### config.mk
export PLATFORM = sky130hd
export DESIGN_NAME = matrix_stream_bridge
export DESIGN_NICKNAME = d
export VERILOG_FILES = /design/src/rtl/matrix_pkg.sv /design/src/rtl/mat_elem_counter.sv /design/src/rtl/matrix_stream_bridge.sv
export SDC_FILE = /design/constraint.sdc
export NUM_CORES = 1
export LEC_CHECK = 0
export BUFFER_PORTS_ARGS = -buffer_cell sky130_fd_sc_hd__buf_2
export CAP_MARGIN = 20
export CORE_ASPECT_RATIO = 1.75
export CORE_MARGIN = 2
export CORE_UTILIZATION = 48
export DETAILED_ROUTE_END_ITERATION = 16
export HOLD_SLACK_MARGIN = 0.03
export MAX_ROUTING_LAYER = met4
export PLACE_DENSITY = 0.78
export SLEW_MARGIN = 0
export SYNTH_ARGS = -nofsm -noshare
export SYNTH_HDL_FRONTEND = slang
export SYNTH_SLANG_ARGS = --single-unit
### constraint.sdc
create_clock -name clk -period 2.3 [get_ports clk]
set_clock_uncertainty 0.2 [all_clocks]
set_input_delay 0.23 -clock clk [delete_from_list [all_inputs] [get_ports clk]]
set_output_delay 0.23 -clock clk [all_outputs]
set_load 0.1 [all_outputs]
### src/rtl/matrix_pkg.sv
// Shared types and helpers for the streaming matrix multiplier bridge.
package matrix_pkg;

    // Bridge sequencing: load A, load B, capture product, drain C.
    typedef enum logic [2:0] {
        IDLE,
        LOAD_A,
        LOAD_B,
        CAPTURE,
        DRAIN
    } state_t;

    // Width of one product element: a DW x DW product summed over N terms.
    function automatic int acc_width(input int n, input int dw);
        return 2 * dw + $clog2(n);
    endfunction

endpackage

### src/rtl/mat_elem_counter.sv
// Modulo-(N*N) element index shared by the load and drain phases.
module mat_elem_counter #(
    parameter  int N  = 3,
    localparam int IW = $clog2(N * N)
) (
    input  logic          clk,
    input  logic          rst_n,
    input  logic          inc,
    input  logic          clr,
    output logic [IW-1:0] idx,
    output logic          at_last
);

    localparam logic [IW-1:0] LAST_IDX = IW'(N * N - 1);

    assign at_last = (idx == LAST_IDX);

    // Advance on each accepted element, wrapping to 0 after the final one.
    always_ff @(posedge clk or negedge rst_n) begin
        if (!rst_n) begin
            idx <= '0;
        end else if (clr) begin
            idx <= '0;
        end else if (inc) begin
            // NOTE: sequential state uses <= so every flop samples pre-edge values.
            idx <= at_last ? '0 : idx + 1'b1;
        end
    end

endmodule

### src/rtl/matrix_stream_bridge.sv
// Deserialises A and B from an element stream into flat buses for the
// combinational multiplier, captures the product and streams C row-major.
module matrix_stream_bridge
    import matrix_pkg::*;
#(
    parameter  int N  = 3,
    parameter  int DW = 8,
    localparam int AW = acc_width(N, DW)
) (
    input  logic              clk,
    input  logic              rst_n,
    input  logic              s_valid,
    output logic              s_ready,
    input  logic [DW-1:0]     s_data,
    input  logic              s_last,
    output logic [N*N*DW-1:0] a_flat,
    output logic [N*N*DW-1:0] b_flat,
    input  logic [N*N*AW-1:0] c_flat,
    output logic              m_valid,
    input  logic              m_ready,
    output logic [AW-1:0]     m_data,
    output logic              m_last,
    output logic              busy,
    output logic              frame_err
);

    localparam int IW = $clog2(N * N);

    state_t            state;
    state_t            state_nxt;
    logic [IW-1:0]     idx;
    logic              at_last;
    logic              s_hs;
    logic              m_hs;
    logic              cnt_clr;
    logic              exp_last;
    logic [N*N*AW-1:0] c_reg;

    assign s_hs     = s_valid & s_ready;
    assign m_hs     = m_valid & m_ready;
    assign cnt_clr  = (state == IDLE) || (state == CAPTURE);
    assign exp_last = (state == LOAD_B) && at_last;

    mat_elem_counter #(.N(N)) u_cnt (
        .clk     (clk),
        .rst_n   (rst_n),
        .inc     (s_hs | m_hs),
        .clr     (cnt_clr),
        .idx     (idx),
        .at_last (at_last)
    );

    // State register.
    always_ff @(posedge clk or negedge rst_n) begin
        if (!rst_n) begin
            state <= IDLE;
        end else begin
            state <= state_nxt;
        end
    end

    // Next-state and handshake decode; outputs depend only on registered state.
    always_comb begin
        // NOTE: every output gets a default first so no path leaves a latch.
        state_nxt = state;
        s_ready   = 1'b0;
        m_valid   = 1'b0;
        busy      = 1'b1;
        case (state)
            IDLE: begin
                busy      = 1'b0;
                state_nxt = LOAD_A;
            end
            LOAD_A: begin
                s_ready = 1'b1;
                if (s_valid && at_last) state_nxt = LOAD_B;
            end
            LOAD_B: begin
                s_ready = 1'b1;
                if (s_valid && at_last) state_nxt = CAPTURE;
            end
            CAPTURE: begin
                state_nxt = DRAIN;
            end
            DRAIN: begin
                m_valid = 1'b1;
                if (m_ready && at_last) state_nxt = LOAD_A;
            end
            default: begin
                state_nxt = IDLE;
            end
        endcase
    end

    // Element writes into A/B and product capture; values persist until overwritten.
    always_ff @(posedge clk or negedge rst_n) begin
        if (!rst_n) begin
            // NOTE: these wide registers are reset because partial frames must not leak after an abort.
            a_flat <= '0;
            b_flat <= '0;
            c_reg  <= '0;
        end else begin
            if (s_hs && state == LOAD_A) a_flat[int'(idx)*DW +: DW] <= s_data;
            if (s_hs && state == LOAD_B) b_flat[int'(idx)*DW +: DW] <= s_data;
            if (state == CAPTURE)        c_reg <= c_flat;
        end
    end

    // One-cycle framing pulse when s_last disagrees with the element position.
    always_ff @(posedge clk or negedge rst_n) begin
        if (!rst_n) begin
            frame_err <= 1'b0;
        end else begin
            frame_err <= s_hs && (s_last != exp_last);
        end
    end

    // Output element select; idx only moves on a handshake, so data holds under stall.
    always_comb begin
        m_data = '0;
        m_last = 1'b0;
        if (state == DRAIN) begin
            m_data = c_reg[int'(idx)*AW +: AW];
            m_last = at_last;
        end
    end

endmodule
==> impl_results.md, run 1 <==
- Worst Path Class, Setup: reg -> out
- RR Endpoint: a_flat[30]$_DFFE_PN0P_
- Failing checks: negative setup slack
- Net Sw Frac: 0.440
- FILL cells: 1,592
- Clock Path Buffers: 3
- WL per Instance: 26.5 microns
- Hpwl dp: 28,100 microns
- Setup TNS: -39.31 ns
- Startpoint Class: flop
- Syn_nets: 1,227
- Core outline area: 28,500 sq um
- Vias: 11,800
- Max reg flops: 162
- Placer Congestion: 0.842
- Pin count of the biggest net entering global routing: 72
- Worst Setup End Kind: output port
- Die Ht: 229 microns
- # H-tree levels: 1
- First-pass GRT wire length: 74,100 microns
- Synth Instances: 1,046
- First drt pass iteration count: 5
- Synth warn: 0
- Clk_lat worst skew: 0.56 ns
- Nets: 1,834
- Final hold vios: 0
- NetSw: 13.5 mW
- Leakage: 10.5 nW
- Max Cap Viol: 0
- Clock Sinks: 314
- Met3 routed WL: 2680 microns
- Initial Utilization: 0.487
- CTS buffer count: 29
- R2R cell count: 10
- Remaining global-route overflow: 0
- Rows: 82
- Period utilisation layout: 1.39
- DRT antenna net count: 0
- Max VDD drop: 1120 uV
- Die ar.: 30,400 sq um
- Initial antenna violation count: 4
- Least-Margin Pin Slew: 0.609 ns
- Top cells by count, synth: dfrtp_1 (314), mux2_2 (287), nand2_1 (85), o21ai_0 (53), buf_2 (41)
- Fin area: 22,100 sq um
- Initial drt markers: 609
- Reg power frac: 0.295
- Area after DPL: 17,300 sq um
- Layout cells sized above 1: 0.584
- Gr usage total: 0.326
- Met2 WL: 29,400 microns
- Post-synth top area share: 0.566
- Vias/cell: 5.74
- Required time of the critical path: 1.87 ns
- Clk pwr share: 0.178
- CP arrival: 2.77 ns
- Netlist cell types: 45
- R2R Setup Slk: -0.31 ns
- RSZ-0062 raised after global routing: true
- Synthesis-to-finish area growth: 59.3%
- Achievable Freq: 313 MHz
- Slew HR: 0.592
- Overall Power: 30.6 mW
- FF-to-FF Start: u_cnt.idx[0]$_DFFE_PN0P_
- Count leader, synth: dfrtp_1
- Post-Route WL: 54,400 microns
- Metal1 wirelength: 18,100 microns
- Top layer reached by signal wires: met4
- Syn_area_per_cell: 13.3 sq um
- Ys flop type: dfrtp_1
- Post-synth EDFFs: 0
- Outcome: finished with violations
- Die X: 133 microns
- Pre-CTS WS: -0.195 ns
- Final setup fails: 153
- Seq/Total Area, Yosys: 0.566
- Clock root cell: clkbuf_16
- Count of state elements after synthesis: 314
- Top cells by area, synth: dfrtp_1 (57%), mux2_2 (23%), mux2i_1 (2.5%)
- Logic pwr share: 0.527
- Fin crit period: 3.20 ns
- Slew Limit Fails: 0
- Crit path from: u_cnt.idx[0]$_DFFE_PN0P_
- Synthesized cell area: 13,900 sq um
- Crit-path max FO: 6
- Buffers added on ports: 341
- Post-synth top area cell: dfrtp_1
- Hold Path Class: in -> async
- PD cells: 1380 nW/um^2
- Worst-path clk slew: 0.07 ns
- CTS tree: done
- Vias in the first global route: 12,800
- Power Internal: 17.1 mW
- FFs w/ async S/R, synth: 1.00
- Final worst slack: -0.898 ns
- Worst Setup EP: m_data[15]
- DRC Markers: 0
- Io pins: 342
-- critical path, cell delays in order (launching register included) --
cell and delay (ns):
dfrtp_4 0.52, buf_4 0.17, clkbuf_16 0.17, mux2_4 0.34, a211oi_4 0.45, a2111oi_4 0.14, a21o_4 0.24, buf_12 0.16
-- layout make-up --
type	instances	area [sq um]	share of cell area
Clock inverter	11	214	0.00966
Tap cell	378	473	0.0214
Timing Repair Buffer	637	5370	0.243
Inverter	20	82.6	0.00373
Clock buffer	38	830	0.0375
Sequential cell	314	7860	0.355
Antenna cell	4	10.0	0.000452
Multi-Input combinational cell	651	7300	0.330
-- metal layers --
layer	global-route usage	up-vias
met5	-	-
met1	0.337	5951
li1	-	4964
met2	0.598	607
met3	0.0401	271
met4	0.173	0
-- worst min-delay path by stage --
| stage | depth (start not counted) | slack [ns] | start | to |
|---|---|---|---|---|
| after floorplan | 0 | -0.27 | rst_n | a_flat[0]$_DFFE_PN0P_ |
| after global placement | 1 | -0.03 | rst_n | c_reg[41]$_DFFE_PN0P_ |
| after detailed placement | 1 | -0.03 | rst_n | c_reg[40]$_DFFE_PN0P_ |
| after CTS | 3 | 0.12 | rst_n | c_reg[9]$_DFFE_PN0P_ |
| after global routing | 3 | 0.16 | rst_n | c_reg[59]$_DFFE_PN0P_ |
| final | 3 | 0.13 | rst_n | c_reg[44]$_DFFE_PN0P_ |
-- cell usage in the layout, fill, tap and decap left out, drive strengths merged, types with 21 or more instances in the layout --
cell type and instances:
buf 456, dfrtp 314, mux2 296, dlygate4sd3 174
nand2 85, o21ai 54, clkbuf 45, mux2i 35
nor2 23, and2 21, inv 21
-- cell families after synthesis --
kind of cell / share of synthesized area
multiplexers: 0.265
flip-flops: 0.566
AND/OR/NAND/NOR: 0.0634
AO/OA/AOI/OAI: 0.0719
buffers and inverters: 0.0280
adder cells (fa/ha/maj): 0.00540
XOR/XNOR: 0.000631
-- through the flow --
stage          instances   util  hold slack [ns]
2_1_floorplan       1046      -           -0.266
3_3_place_gp        1776  0.606          -0.0317
3_5_place_dp        1776  0.606          -0.0300
4_1_cts             2019  0.742            0.120
5_1_grt             2053  0.776            0.156
6_report            2053  0.776            0.128
-- power groups by stage --
stage          logic (mW)  registers, mW  clock network, mW
2_1_floorplan        5.67           11.6                  0
3_3_place_gp         11.5           8.50                  0
3_5_place_dp         11.7           8.64                  0
4_1_cts              13.9           8.61               5.40
5_1_grt              16.6           9.15               5.67
6_report             16.1           9.01               5.44
-- repair_timing --
action | CTS | global route
setup buffers | 12 | 23
resized for setup | 173 | 200
endpoints found under the setup margin | 104 | 166
cloned | 7 | 13
hold buffers | 175 | 0
endpoints found under the hold margin | 544 | 0
pin swaps | 30 | 78
Power figures use the tool's default switching activity.
==> run 2: changes to the inputs <==
--- a/config.mk
+++ b/config.mk
@@ -8,7 +8,7 @@
 export BUFFER_PORTS_ARGS = -buffer_cell sky130_fd_sc_hd__buf_2
 export CAP_MARGIN = 20
 export CORE_ASPECT_RATIO = 1.75
-export CORE_MARGIN = 2
+export CORE_MARGIN = 8
 export CORE_UTILIZATION = 48
 export DETAILED_ROUTE_END_ITERATION = 16
 export HOLD_SLACK_MARGIN = 0.03
==> run 2 against run 1 <==
Compared with the run above:
- the run still ends with negative setup slack left
- wire length decreased by 3.0%
- global-route usage fell by 2.2 points
- combinational power decreased by 7%
- sequential cell count stayed put
- worst setup slack gained 0.21 ns
- clock power is 3% lower
- utilization down 1.7 points
- count of clock-buffer cells in the layout rose by 2
- highest routed layer unchanged
==> impl_results.md, run 2 (same netlist as run 1, synthesis figures left out) <==
- Post-Route WL: 52,800 microns
- Pin count of the biggest net entering global routing: 59
- Failing checks: negative setup slack
- RSZ-0062 raised after global routing: true
- Met1 GRT Util: 0.305
- Achievable Freq: 335 MHz
- Initial Utilization: 0.487
- First drt pass iteration count: 6
- Die Ht: 241 microns
- # H-tree levels: 1
- Leakage: 10.3 nW
- Final worst slack: -0.684 ns
- Clock root cell: clkbuf_16
- Nets: 1,832
- Area after DPL: 17,400 sq um
- Max reg flops: 162
- Slowest-stage cell, CP: dfrtp_4
- Met3 Usage GRT: 0.0442
- Worst Path Class, Setup: reg -> out
- Slew Limit Fails: 0
- Buffers added on ports: 341
- Bufs and invs on worst path: 4
- Fin crit period: 2.98 ns
- Startpoint Class: flop
- Max VDD drop: 1060 uV
- Commonest non-fill, non-tap cell in the layout: buf_2
- Max Cap Viol: 0
- Commonest non-fill, non-tap cells in the layout: buf_2 (319), dfrtp_1 (312), mux2_2 (202), dlygate4sd3_1 (175), mux2_4 (92)
- Vias/cell: 5.60
- Vias in the first global route: 13,100
- Worst Setup End Kind: output port
- Core outline area: 28,500 sq um
- Hpwl dp: 30,700 microns
- Die ar.: 34,900 sq um
- FILL cells: 1,673
- Grt met2 use: 0.542
- PD cells: 1350 nW/um^2
- Slew HR: 0.541
- Crit-path max FO: 7
- Initial antenna violation count: 2
- Gr usage total: 0.304
- Clock Path Buffers: 3
- DRC Markers: 0
- Most used cell along the critical path: buf_12
- Max incr delay on CP: 0.52 ns
- Worst-path clk slew: 0.07 ns
- WL per Instance: 25.7 microns
- Final hold vios: 0
- Most used routing layer: met2
- CP arrival: 2.55 ns
- Rows: 82
- Remaining global-route overflow: 0
- First-pass GRT wire length: 77,800 microns
- CTS buffer count: 28
- Period utilisation layout: 1.30
- Vias: 11,500
- DRT antenna net count: 0
- Fin area: 21,700 sq um
- Synthesis-to-finish area growth: 55.9%
- CTS tree: done
- Clock Sinks: 314
- Hold Path Class: in -> async
- Die X: 145 microns
- Layout cells sized above 1: 0.556
- Clk_lat worst skew: 0.56 ns
- Least-Margin Pin Slew: 0.686 ns
- Delay-heaviest family, CP: buffers and inverters
- Io pins: 342
- Final setup fails: 167
- Required time of the critical path: 1.87 ns
- Outcome: finished with violations
- Placer Congestion: 0.859
- CP cell instances: buf_8, buf_12, mux2_2, a211oi_2, buf_4, a2111oi_4, a21o_4, buf_12
- Pre-CTS WS: -0.220 ns
- Initial drt markers: 528
run 2: timing repair:
item,CTS,global route
pin swaps,34,41
setup buffers,14,15
hold buffers,176,0
resized for setup,161,118
setup endpoints to repair,117,167
gates cloned,7,5
hold endpoints to repair,543,0
run 2: metal layers:
metal	routed length, microns	vias to the layer above	part of all wire
li1	-	4962	-
met1	17900	5832	0.34
met2	28900	501	0.55
met3	2560	204	0.048
met4	3450	0	0.065
met5	0	-	0
run 2: path summary, 6_finish.rpt:
kind	end	start	slack, ns	cells past startpoint
max reg2reg	a_flat[26]$_DFFE_PN0P_	u_cnt.idx[0]$_DFFE_PN0P_	-0.22	9
min in group clk	c_reg[9]$_DFFE_PN0P_	c_flat[9]	0.24	3
max	m_data[10]	u_cnt.idx[0]$_DFFE_PN0P_	-0.68	8
min	b_flat[31]$_DFFE_PN0P_	rst_n	0.16	3
min reg2reg	a_flat[59]$_DFFE_PN0P_	a_flat[59]$_DFFE_PN0P_	0.28	2
max in group asynchronous	c_reg[149]$_DFFE_PN0P_	rst_n	0.65	3
run 2: area by class of cell:
| type | count | area (sq um) | area share |
|---|---|---|---|
| antenna | 2 | 5.00 | 0.000231 |
| timing repair buffer | 636 | 5200 | 0.240 |
| sequential | 314 | 7860 | 0.363 |
| clock inverter | 11 | 213 | 0.00982 |
| tap | 378 | 473 | 0.0218 |
| inverter | 20 | 77.6 | 0.00358 |
| multi-input combinational | 651 | 7000 | 0.323 |
| clock buffer | 40 | 817 | 0.0377 |
run 2: worst reg2reg max path, stage by stage (launching register included):
cell and delay [ns]:
dfrtp_4 0.52, buf_8 0.16, buf_12 0.15, nor3_4 0.21, buf_6 0.13, ha_4 0.15
and3_4 0.20, buf_6 0.14, nand3_4 0.19, mux2_4 0.37
run 2: metrics by stage:
stage	util	TNS, ns	power, mW	hold WS, ns	std cells
floorplan	-	-8.68	17.3	-0.266	1046
global placement	0.610	-2.43	20.1	0.0117	1790
detailed placement	0.610	-6.43	20.5	0.0193	1790
CTS	0.742	-35.75	27.8	0.139	2033
global route	0.759	-41.01	30.2	0.180	2052
finish	0.759	-29.65	29.2	0.163	2052
run 2: power breakdown:
part           total (mW)  switching [mW]  internal (mW)
Combinational        15.0            9.09           5.89
Sequential           8.96            1.45           7.51
Clock                5.30            2.15           3.14
Total                29.2            12.7           16.5
